$ cat config.mk
export PLATFORM = sky130hd
export DESIGN_NAME = wb_dbg_master
export DESIGN_NICKNAME = d
export VERILOG_FILES = /design/src/rtl/wb_dbg_master.sv
export SDC_FILE = /design/constraint.sdc
export NUM_CORES = 1
export LEC_CHECK = 0
export CORE_MARGIN = 8
export CORE_UTILIZATION = 40
export DETAILED_ROUTE_END_ITERATION = 6
export PLACE_DENSITY = 0.78
export SYNTH_ARGS = -nofsm -noshare
export SYNTH_HDL_FRONTEND = slang
export SYNTH_SLANG_ARGS = --single-unit
export TNS_END_PERCENT = 1
$ cat constraint.sdc
create_clock -name clk -period 2.2 [get_ports clk]
set_clock_uncertainty 0.1 [all_clocks]
set_input_delay 0.44 -clock clk [delete_from_list [all_inputs] [get_ports clk]]
set_output_delay 0.44 -clock clk [all_outputs]
set_load 0.1 [all_outputs]
$ cat src/rtl/wb_dbg_master.sv
`timescale 1ns/1ps
`default_nettype none
// ============================================================================
//  Module   : wb_dbg_master
//  Purpose  : Byte-stream driven Wishbone initiator for host debug / firmware
//             load. Parses WRITE (0x01) and READ (0x02) frames from the rx
//             stream, runs one classic Wishbone cycle and returns a status
//             byte (plus read data, MSB first) on the tx stream.
//  Options  : WB_DBG_TIMEOUT_EN - abort a bus cycle after TIMEOUT_CYCLES
//             cycles without ack and answer 0xEE.
//  Revision : 1.0 - initial release
// ============================================================================
module wb_dbg_master #(
   parameter int TIMEOUT_CYCLES = 1024,
   parameter int TO_W           = 11
) (
   input  logic        clk,
   input  logic        rst,
   input  logic [7:0]  rx_data,
   input  logic        rx_valid,
   output logic        rx_ready,
   output logic [7:0]  tx_data,
   output logic        tx_valid,
   input  logic        tx_ready,
   output logic [31:0] wb_adr_o,
   output logic [31:0] wb_dat_o,
   input  logic [31:0] wb_dat_i,
   output logic [3:0]  wb_sel_o,
   output logic        wb_we_o,
   output logic        wb_cyc_o,
   output logic        wb_stb_o,
   input  logic        wb_ack_i,
   output logic        busy
);

   typedef enum logic [2:0] {
      S_IDLE = 3'd0,
      S_ADDR = 3'd1,
      S_DATA = 3'd2,
      S_BUS  = 3'd3,
      S_RESP = 3'd4
   } state_t;

   localparam logic [7:0] CMD_WRITE  = 8'h01;
   localparam logic [7:0] CMD_READ   = 8'h02;
   localparam logic [7:0] ST_OK      = 8'hA5;
   localparam logic [7:0] ST_BADCMD  = 8'hE1;
   localparam logic [7:0] ST_TIMEOUT = 8'hEE;

   // The timeout counter must be able to reach TIMEOUT_CYCLES.
   generate
      if ((2 ** TO_W) <= TIMEOUT_CYCLES) begin : g_bad_cfg
         $error("wb_dbg_master: TO_W too small for TIMEOUT_CYCLES");
      end
   endgenerate

   state_t      state_q, state_d;
   logic        wr_q, wr_d;         // latched opcode: 1 = WRITE, 0 = READ
   logic [1:0]  cnt_q, cnt_d;       // byte index within a 4-byte field
   logic [31:0] adr_q, adr_d;
   logic [31:0] dat_q, dat_d;
   logic [31:0] rd_q, rd_d;         // read data, shifted out MSB first
   logic [7:0]  tx_q, tx_d;         // byte currently presented on tx
   logic [2:0]  rem_q, rem_d;       // response bytes still to follow tx_q
   logic        cyc_q, cyc_d;
   logic        we_q, we_d;
`ifdef WB_DBG_TIMEOUT_EN
   logic [TO_W-1:0] to_q, to_d;
`endif

   logic rx_fire;
   logic tx_fire;

   assign rx_ready = !rst && ((state_q == S_IDLE) || (state_q == S_ADDR) ||
                              (state_q == S_DATA));
   assign rx_fire  = rx_valid && rx_ready;
   assign tx_valid = (state_q == S_RESP);
   assign tx_fire  = tx_valid && tx_ready;
   assign tx_data  = tx_q;
   assign wb_adr_o = adr_q;
   assign wb_dat_o = dat_q;
   assign wb_sel_o = 4'hF;
   assign wb_we_o  = we_q;
   assign wb_cyc_o = cyc_q;
   assign wb_stb_o = cyc_q;
   assign busy     = (state_q != S_IDLE);

   // Next-state logic: frame parsing, bus handshake and response sequencing.
   always_comb begin
      state_d = state_q;
      wr_d    = wr_q;
      cnt_d   = cnt_q;
      adr_d   = adr_q;
      dat_d   = dat_q;
      rd_d    = rd_q;
      tx_d    = tx_q;
      rem_d   = rem_q;
      cyc_d   = cyc_q;
      we_d    = we_q;
`ifdef WB_DBG_TIMEOUT_EN
      to_d    = to_q;
`endif
      case (state_q)
         S_IDLE: begin
            if (rx_fire) begin
               if ((rx_data == CMD_WRITE) || (rx_data == CMD_READ)) begin
                  wr_d    = (rx_data == CMD_WRITE);
                  cnt_d   = 2'd0;
                  state_d = S_ADDR;
               end else begin
                  tx_d    = ST_BADCMD;
                  rem_d   = 3'd0;
                  state_d = S_RESP;
               end
            end
         end
         S_ADDR: begin
            if (rx_fire) begin
               adr_d = {adr_q[23:0], rx_data};
               cnt_d = cnt_q + 2'd1;
               if (cnt_q == 2'd3) begin
                  if (wr_q) begin
                     state_d = S_DATA;
                  end else begin
                     cyc_d   = 1'b1;
                     we_d    = 1'b0;
`ifdef WB_DBG_TIMEOUT_EN
                     to_d    = '0;
`endif
                     state_d = S_BUS;
                  end
               end
            end
         end
         S_DATA: begin
            if (rx_fire) begin
               dat_d = {dat_q[23:0], rx_data};
               cnt_d = cnt_q + 2'd1;
               if (cnt_q == 2'd3) begin
                  cyc_d   = 1'b1;
                  we_d    = 1'b1;
`ifdef WB_DBG_TIMEOUT_EN
                  to_d    = '0;
`endif
                  state_d = S_BUS;
               end
            end
         end
         S_BUS: begin
            // Ack takes priority over a timeout in the same cycle.
            if (wb_ack_i) begin
               cyc_d   = 1'b0;
               we_d    = 1'b0;
               tx_d    = ST_OK;
               if (wr_q) begin
                  rem_d = 3'd0;
               end else begin
                  rd_d  = wb_dat_i;
                  rem_d = 3'd4;
               end
               state_d = S_RESP;
`ifdef WB_DBG_TIMEOUT_EN
            end else if (to_q == TO_W'(TIMEOUT_CYCLES - 1)) begin
               cyc_d   = 1'b0;
               we_d    = 1'b0;
               tx_d    = ST_TIMEOUT;
               rem_d   = 3'd0;
               state_d = S_RESP;
            end else begin
               to_d = to_q + 1'b1;
`endif
            end
         end
         S_RESP: begin
            if (tx_fire) begin
               if (rem_q == 3'd0) begin
                  tx_d    = 8'h00;
                  state_d = S_IDLE;
               end else begin
                  tx_d  = rd_q[31:24];
                  rd_d  = {rd_q[23:0], 8'h00};
                  rem_d = rem_q - 3'd1;
               end
            end
         end
         default: begin
            state_d = S_IDLE;
            cyc_d   = 1'b0;
            we_d    = 1'b0;
         end
      endcase
   end

   // State and datapath registers with synchronous reset.
   always_ff @(posedge clk) begin
      if (rst) begin
         state_q <= S_IDLE;
         wr_q    <= 1'b0;
         cnt_q   <= 2'd0;
         adr_q   <= 32'h0;
         dat_q   <= 32'h0;
         rd_q    <= 32'h0;
         tx_q    <= 8'h00;
         rem_q   <= 3'd0;
         cyc_q   <= 1'b0;
         we_q    <= 1'b0;
`ifdef WB_DBG_TIMEOUT_EN
         to_q    <= '0;
`endif
      end else begin
         state_q <= state_d;
         wr_q    <= wr_d;
         cnt_q   <= cnt_d;
         adr_q   <= adr_d;
         dat_q   <= dat_d;
         rd_q    <= rd_d;
         tx_q    <= tx_d;
         rem_q   <= rem_d;
         cyc_q   <= cyc_d;
         we_q    <= we_d;
`ifdef WB_DBG_TIMEOUT_EN
         to_q    <= to_d;
`endif
      end
   end

endmodule
`default_nettype wire
# Word level (Yosys, flattened, before mapping)
# Cells that the tools add are included.
# word_totals
register_bits	115
in_bits	45
output_inout_bits	82
word_cells	102
# classes
addsub	2
n_eq_ne	21
n_mux	44
n_bitwise	1
reduce_logical	24
# op_table
op	n
$mux 32	4
$pmux 32 s2	1
$mux 3	15
$mux 8	5
$pmux 8 s3	1
$ne 2x2->1 const B	8
$pmux 3 s5	1
$ne 2x1->1 const B	6
$mux 1	10
$reduce_and 5->1	2
$pmux 3 s3	1
$eq 8x1->1 const B	1
$eq 8x2->1 const B	1
$pmux 1 s4	2
$reduce_and 8->1	1
$reduce_and 7->1	1
$eq 3x2->1 const B	2
$logic_not 3->1	2
$mux 2	3
$reduce_and 6->1	1
$reduce_bool 3->1	2
$pmux 2 s2	1
$reduce_and 2->1	2
$reduce_and 4->1	1
12 further kinds	18

# Longest topological paths before layout
# Gate-level depths: netlist of run 1.
# logic_depth
ltp_word	7
depth_mapped	10
depth_no_buf	7

# Least setup slack after synthesis of run 1
# No wires, ideal clock.
# synth_path
kind	input-to-output
start	in rst
end	out rx_ready
t_arrival_ns	2.911
t_required_ns	1.660
path_slack_ns	-1.251
path_stages	3
cell_sequence	clkbuf_1 clkbuf_1 nor3_1
# synth_via
elab_chain_cells	2
# synth_rtl
item	line_no	source
start: declaration	18	input logic rst,
$logic_not 1->1	74	assign rx_ready = !rst && ((state_q == S_IDLE) || (state_q == S_ADDR) ||
$logic_and 1x1->1	74	
end: declaration	21	output logic rx_ready,
# Every way passes these cells.

# Final worst setup path of run 1
# layout_path
start	reg state_q[0]
end	out rx_ready
# layout_via
elab_chain_cells	4
elab_cells_between_ends	6
classes_between	2 x eq/ne; 4 x reduce/logical
# layout_rtl
item	line_no	source
start: declaration	57	state_t state_q, state_d;
start signal: assignment	211	state_q <= state_d;
$eq 3x1->1 / $logic_not 3->1 (equally long branches)	74	
$logic_or 1x1->1	74	
$logic_or 1x1->1 (*)	74	
$logic_and 1x1->1 (*)	74	
# Every way passes the cells marked *; elsewhere a longest branch is shown, timed or not.

==> results of run 1 <==
## critical path: cells and delay by family (launching register included)
kind / cells / cell delay, ns
and+or+nand+nor: 2 / 0.46
buffers and inverters: 2 / 0.40
DFF: 1 / 0.35
## registers in the layout (all words and copies together), names as in the netlist
name,cells
cnt_q,2
rd_q,32
rem_q,3
state_q,3
tx_data,8
wb_adr_o,32
wb_cyc_o,1
wb_dat_o,32
wb_we_o,1
wr_q,1
## cell usage in the layout (no fill, tap or decap), types with 2 or more instances in the layout
cell type and instances:
inv_1 6, nor3b_1 3, a21oi_1 85, o21ai_0 7, a311oi_1 14, mux2i_1 2
nand2_1 191, bufinv_16 3, nor2_1 39, dfxtp_1 114, clkbuf_16 17, nand2b_1 7
nor3_1 9, buf_12 6, nand3b_1 3, inv_6 9, a211oi_1 6, clkinvlp_4 2
buf_4 107, nand3_1 16, o21ai_1 2, clkdlybuf4s50_1 43, ha_1 3, o21a_1 2
conb_1 4, o21a_4 2, nor2b_1 3, a311oi_2 10
## Yosys cell counts
master     count
nand4_1        1
o32a_1         1
a2111oi_4      1
a31oi_1        1
or3_1          1
mux2i_1        2
a22o_1         1
nor2b_1        3
ha_1           3
o21a_1         2
o21ai_1        2
a21oi_1       85
buf_6          2
o311a_1        1
nor3b_1        3
clkbuf_1      35
a211oi_1       6
or3b_4         1
nor2_1        39
nand3_1       16
xor2_1         1
inv_1          7
a311oi_2      10
o21ai_0        7
nand2_1      191
o21bai_1       1
o21a_4         1
and2_1         1
nor4_1         2
mux2_2         1
buf_4         10
conb_1         1
and3_1         1
nor3_1        11
o221ai_1       1
nand2b_1       7
nand3b_1       3
and3b_1        1
o32ai_1        1
dfxtp_1      115
buf_1          1
buf_2          4
a311oi_1      14
## power by group through the flow
stage	clock network, W	registers (W)	logic [W]
after CTS	0.00291	0.00238	0.00249
after global placement	0	0.00241	0.00238
final	0.00288	0.00238	0.00254
after floorplan	0	0.00277	0.00142
after global routing	0.00300	0.00240	0.00273
after detailed placement	0	0.00242	0.00243
## what timing repair did
item                       CTS  global route
resized for setup            8             6
setup endpoints to repair    4            36
pin swaps                    0             1
cloned                       0             1
## cells by family (layout without fill, tap and decap cells)
family / after synthesis / after routing
and+or+nand+nor: 281 / 281
AOI/OAI and AO/OA: 135 / 136
DFF: 115 / 115
buffers and inverters: 59 / 195
adders and majority gates: 3 / 3
muxes: 3 / 3
other: 1 / 4
xor gates and xnor gates: 1 / 1
## metrics by stage
step | hold slack, ns | util, % | area, µm² | setup WS, ns | TNS [ns]
finish | 0.289 | 58.4 | 6690 | 0.0367 | 0
global route | 0.322 | 58.4 | 6690 | -0.0835 | -0.223
CTS | 0.278 | 58.1 | 6660 | -0.00247 | -0.00247
detailed placement | 0.344 | 52.5 | 6020 | -0.446 | -8.54
global placement | 0.341 | 52.5 | 6020 | -0.343 | -6.17
floorplan | 0.332 | - | 4750 | -0.382 | -0.382
## per-layer routing
| layer | wire, µm | up-vias |
|---|---|---|
| met5 | 0 | - |
| met4 | 288 | 0 |
| met3 | 699 | 22 |
| met2 | 6840 | 133 |
| met1 | 5640 | 2110 |
| li1 | - | 2272 |
## final timing paths
check / end / slack, ns / cells after the start
hold / removal: wb_we_o / 0.29 / 3
setup reg to reg: state_q[2] / 0.07 / 7
setup / recovery: rx_ready / 0.04 / 4
hold reg to reg: rd_q[7] / 0.35 / 2
## area by class of cell
type                            count  area (µm²)  share of cell area (%)
Clock inverter                     15         189                    2.82
Tap cell                          143         179                    2.67
Sequential cell                   115        2310                    34.5
Timing Repair Buffer              156        1350                    20.2
Clock buffer                       17         425                    6.36
Inverter                            7        38.8                   0.580
Multi-Input combinational cell    428        2200                    32.9
==> results by group, run 1 <==
Run status
  • Status: finished, final reports clean

Place
  • Placed insts: 848
  • Port bufs: 122
  • Post-DP HPWL: 9290 µm
  • GP Congestion: between 0.7 and 0.8

Power and ir drop
  • P_int: 0.00491 W
  • Flop pwr share: 30.5%
  • Comb pwr share: approximately 33%
  • Leakage: 2.52 nW
  • Switching share of power: roughly 37%
  • IR drop worst, VDD: slightly below 0.9 mV
  • Pwr dens: 1160 mW/mm²
  • Clk pwr share: 36.9%
  • Psw: 0.00289 W
  • Pwr Total: 0.00780 W

Hold path
  • HP Start: rst
  • Hold Path Class: input pin to flop

Global route
  • Largest net degree at the start of global routing: 57
  • Met2 usage: 28.7%
  • GRT Overall Usage: 16.7%
  • Initial antenna violation count: 0
  • First-pass GRT wire length: 21700 µm
  • Total congestion overflow: 0
  • M3 GR Usage: ~3.7%
  • Busiest grt layer: met2
  • Met1 Track Usage GR: a little under a fifth
  • Number of global-route vias before repair: roughly 4400

Yosys
  • Mapped Area: ~0.0047 mm²
  • Synth Register Bits: 115
  • Synthesized-area fraction occupied by and/or/nand/nor cells: between 20% and 30%
  • Avg Cell Area, Syn: 7.91 µm²
  • Mux share of post-synthesis cell area: less than 1%
  • Synthesis Warnings: 0
  • Post-synthesis xor/xnor area fraction: 0.185%
  • Synth top area share: 48.7%
  • Post-Synthesis Cells: 598
  • Top cells by area, synth: dfxtp_1 (49%), nand2_1 (15%), a21oi_1 (9.0%), a311oi_2 (3.2%), nor2_1 (3.1%)
  • Synth Area in Compound Gates: a little under a fifth
  • Post-synthesis adder-cell area fraction: less than 1%
  • Unique masters post-synth: 43
  • Seq/Total Area, Yosys: 48.7%
  • Largest family of logic cells by synthesized area: simple AND/OR/NAND/NOR gates
  • Yosys top cell by area: dfxtp_1

Drt
  • Vias: 4537
  • Final ANT Viol Nets: 0
  • Wire per inst: 15.3 µm
  • Vias per std cell: 5.15
  • Final WL: 13500 µm
  • DRC viols: 0
  • DRT Pass-1 Iters: 6
  • DR iter-0 viols: around 360

Critical path
  • CP max stage delay: 0.35 ns
  • Critical path fanouts, max: 14
  • CP Capture Type: primary output
  • Crit path DAT: 1.62 ns
  • Crit-path cells: buf_4 -> and2_2 -> nor3_4 -> buf_12
  • Critical Path Start: state_q[0]
  • CP Class: flop to primary output
  • CP startpoint kind: flop
  • Slowest cell on crit path: dfxtp_1
  • Worst EP required: about 1.7 ns
  • Reg2reg start: state_q[2]

STA
  • Period minus WS final: ~2.2 ns
  • Headroom to the max-slew limit: 64.9%
  • Setup-failing EPs final: 0
  • Period utilization: 98.3%
  • Fin. Hold Viols: 0
  • Slew @ Worst Pin: 0.527 ns
  • Max Clk Rate: 0.462 GHz
  • Final Max Slew Viols: 0
  • RSZ-0062 raised after global routing: true

Cells and area
  • N_diodes: 0
  • Area Growth Syn to Fin: 41.4%
  • Ratio of cells with drive above 1 in the final layout: between 20 and 25%
  • Fillers: 979
  • Fin cells: 881
  • Final Net Count: 773

Clock network
  • Clk root buf: clkbuf_16
  • CTS sink count: between 100 and 150
  • Number of buffers added for setup after CTS: 0
  • Clk_lat worst skew: 0.41 ns
  • Hold_buf cts: 0
  • Worst-path clk slew: ~0.06 ns
  • CTS Buf Count: 17
  • CTS tree: yes
  • # H-tree levels: 4
  • CTS Buffer Depth: 2

Floorplanning
  • Core ar.: ~0.011 mm²
  • Row count: 39
  • I/O Pins: 127
  • Die Width: about 120 µm
  • Die area: 0.0156 mm²
  • Die Y: ~120 µm
  • Initial Utilization: between 40 and 50%

Run
  • Number of max-cap violations: 0
(Power assumes the default switching activity.)
==> run 2: changes to the inputs <==
- RECOVER_POWER: not set -> 100
==> run 2 against run 1 <==
Compared with the run above:
- routed wire length is 0.75% lower
- via count fell by 0.31%
- worst hold slack better by 0.0049 ns
- die area stayed put
- sequential share of layout area rose by 1.1 points
- critical path type unchanged
- largest power group unchanged
- highest routed layer unchanged
==> results by group, run 2 (synthesis gave the netlist of run 1 again) <==
Global route
  • Total congestion overflow: 0
  • Number of global-route vias before repair: 4425
  • GRT Overall Usage: 16.7%
  • First-pass GRT wire length: 21700 µm
  • Initial antenna violation count: 0
  • Largest net degree at the start of global routing: 57

Clock network
  • CTS sink count: 115
  • # H-tree levels: 4
  • Worst-path clk slew: 0.06 ns
  • CTS Buffer Depth: 2
  • Clk_lat worst skew: 0.41 ns
  • Clk root buf: clkbuf_16
  • CTS tree: yes
  • CTS Buf Count: 17

Cells and area
  • Area Growth Syn to Fin: 37.0%
  • N_diodes: 0
  • Most frequent cells in the layout: nand2_1 (191), dfxtp_1 (114), a21oi_1 (85), clkbuf_2 (77), clkdlybuf4s50_1 (42)
  • Post-layout util: 56.5%
  • Commonest non-fill, non-tap cell in the layout: nand2_1
  • Fin cells: 881
  • Final Net Count: a little under 800
  • Ratio of cells with drive above 1 in the final layout: 22.4%

Place
  • GP Congestion: 0.800
  • Port bufs: 122
  • Placed insts: about 850
  • Post-DP HPWL: just over 9000 µm

STA
  • Slew @ Worst Pin: just over 0.6 ns
  • Headroom to the max-slew limit: 59.7%
  • RSZ-0062 raised after global routing: true
  • Total negative slack: 0 ns
  • Max Clk Rate: roughly 0.46 GHz
  • Setup-failing EPs final: 0
  • Period minus WS final: 2.16 ns
  • Period utilization: 98.1%
  • Fin. Hold Viols: 0
  • Final Max Slew Viols: 0

Critical path
  • CP Capture Type: primary output
  • Worst EP required: 1.66 ns
  • CP Class: flop to primary output
  • Crit path DAT: 1.62 ns
  • Critical path fanouts, max: 14
  • CP startpoint kind: flop

Floorplanning
  • Die Y: about 120 µm
  • Row count: 39
  • Core ar.: 0.0115 mm²
  • Initial Utilization: 41.3%
  • Die Width: about 120 µm
  • I/O Pins: 127
  • Die area: 0.0156 mm²

Power and ir drop
  • P_int: 0.00487 W
  • IR drop worst, VDD: 0.833 mV
  • Flop pwr share: 30.7%
  • Clk pwr share: between 30% and 40%
  • Leakage: 2.45 nW
  • Comb pwr share: 32.1%
  • Switching share of power: around 37%
  • Psw: around 0.0029 W
  • Pwr dens: ~1200 mW/mm²

Hold path
  • Hold Path Class: input pin to flop

Drt
  • Wire per inst: ~15 µm
  • DRT Pass-1 Iters: 4
  • Vias: 4523
  • DRC viols: 0
  • DR iter-0 viols: 350
  • Vias per std cell: 5.13
  • Final ANT Viol Nets: 0
  • Final WL: 13400 µm

Run status
  • Status: finished, final reports clean

Run
  • Number of max-cap violations: 0
==> run 2: cell count changes in the layout (fill, tap and decap cells not counted) <==
cell	before	now
clkbuf_4	0	2
buf_4	107	29
clkdlybuf4s50_1	43	42
nor4_1	1	2
clkbuf_2	0	77
buf_12	6	5
nor4_2	1	0
dlygate4sd3_1	0	1
==> run 2: cell type report <==
class,count,area (µm²)
fillers,1019,4990
flip-flops and latches,115,2310
multi-input cells,428,2190
repair buffers,156,1150
clock buffers,17,425
clock inverters,15,189
well taps,143,179
inverters,7,38.8
==> run 2: through the flow <==
stage / hold WS, ns / setup slack, ns / total power (W) / cell area (µm²)
after detailed placement: 0.344 / -0.446 / 0.00485 / 6020
after global placement: 0.341 / -0.343 / 0.00479 / 6020
final: 0.294 / 0.0426 / 0.00774 / 6480
after floorplan: 0.332 / -0.382 / 0.00418 / 4750
after global routing: 0.322 / -0.0835 / 0.00809 / 6480
after CTS: 0.278 / -0.00247 / 0.00778 / 6660
==> run 2: final timing paths <==
| kind | start | to | slack, ns | cells after the start |
|---|---|---|---|---|
| setup / recovery | state_q[0] | rx_ready | 0.04 | 4 |
| hold / removal | rst | wb_we_o | 0.29 | 3 |
| setup reg to reg | state_q[2] | state_q[2] | 0.08 | 7 |
| hold reg to reg | rd_q[7] | rd_q[7] | 0.35 | 2 |
==> run 2: what timing repair did <==
action,in CTS,in global routing
pin swaps,0,1
setup buffers,0,0
setup endpoints to repair,4,36
cloned,0,1
hold buffers,0,0
resized for setup,8,6
==> run 2: per-layer routing <==
metal / part of all wire (%) / routed length [µm] / global-route usage (%)
met3: 5.1 / 683 / 3.74
met5: 0 / 0 / 0
met4: 1.9 / 252 / 8.58
met1: 42 / 5560 / 18.9
met2: 51 / 6860 / 28.7
==> run 2: power groups by stage <==
stage	combinational (W)	clock (W)	sequential (W)
final	0.00249	0.00287	0.00238
after global routing	0.00269	0.00300	0.00240
after CTS	0.00249	0.00291	0.00238
after detailed placement	0.00243	0	0.00242
after global placement	0.00238	0	0.00241
after floorplan	0.00142	0	0.00277
==> run 2: worst max-delay path, cell delays in order (launching register included) <==
cell     delay (ns)
dfxtp_1        0.35
buf_4          0.19
and2_2         0.27
nor3_4         0.19
buf_12         0.21
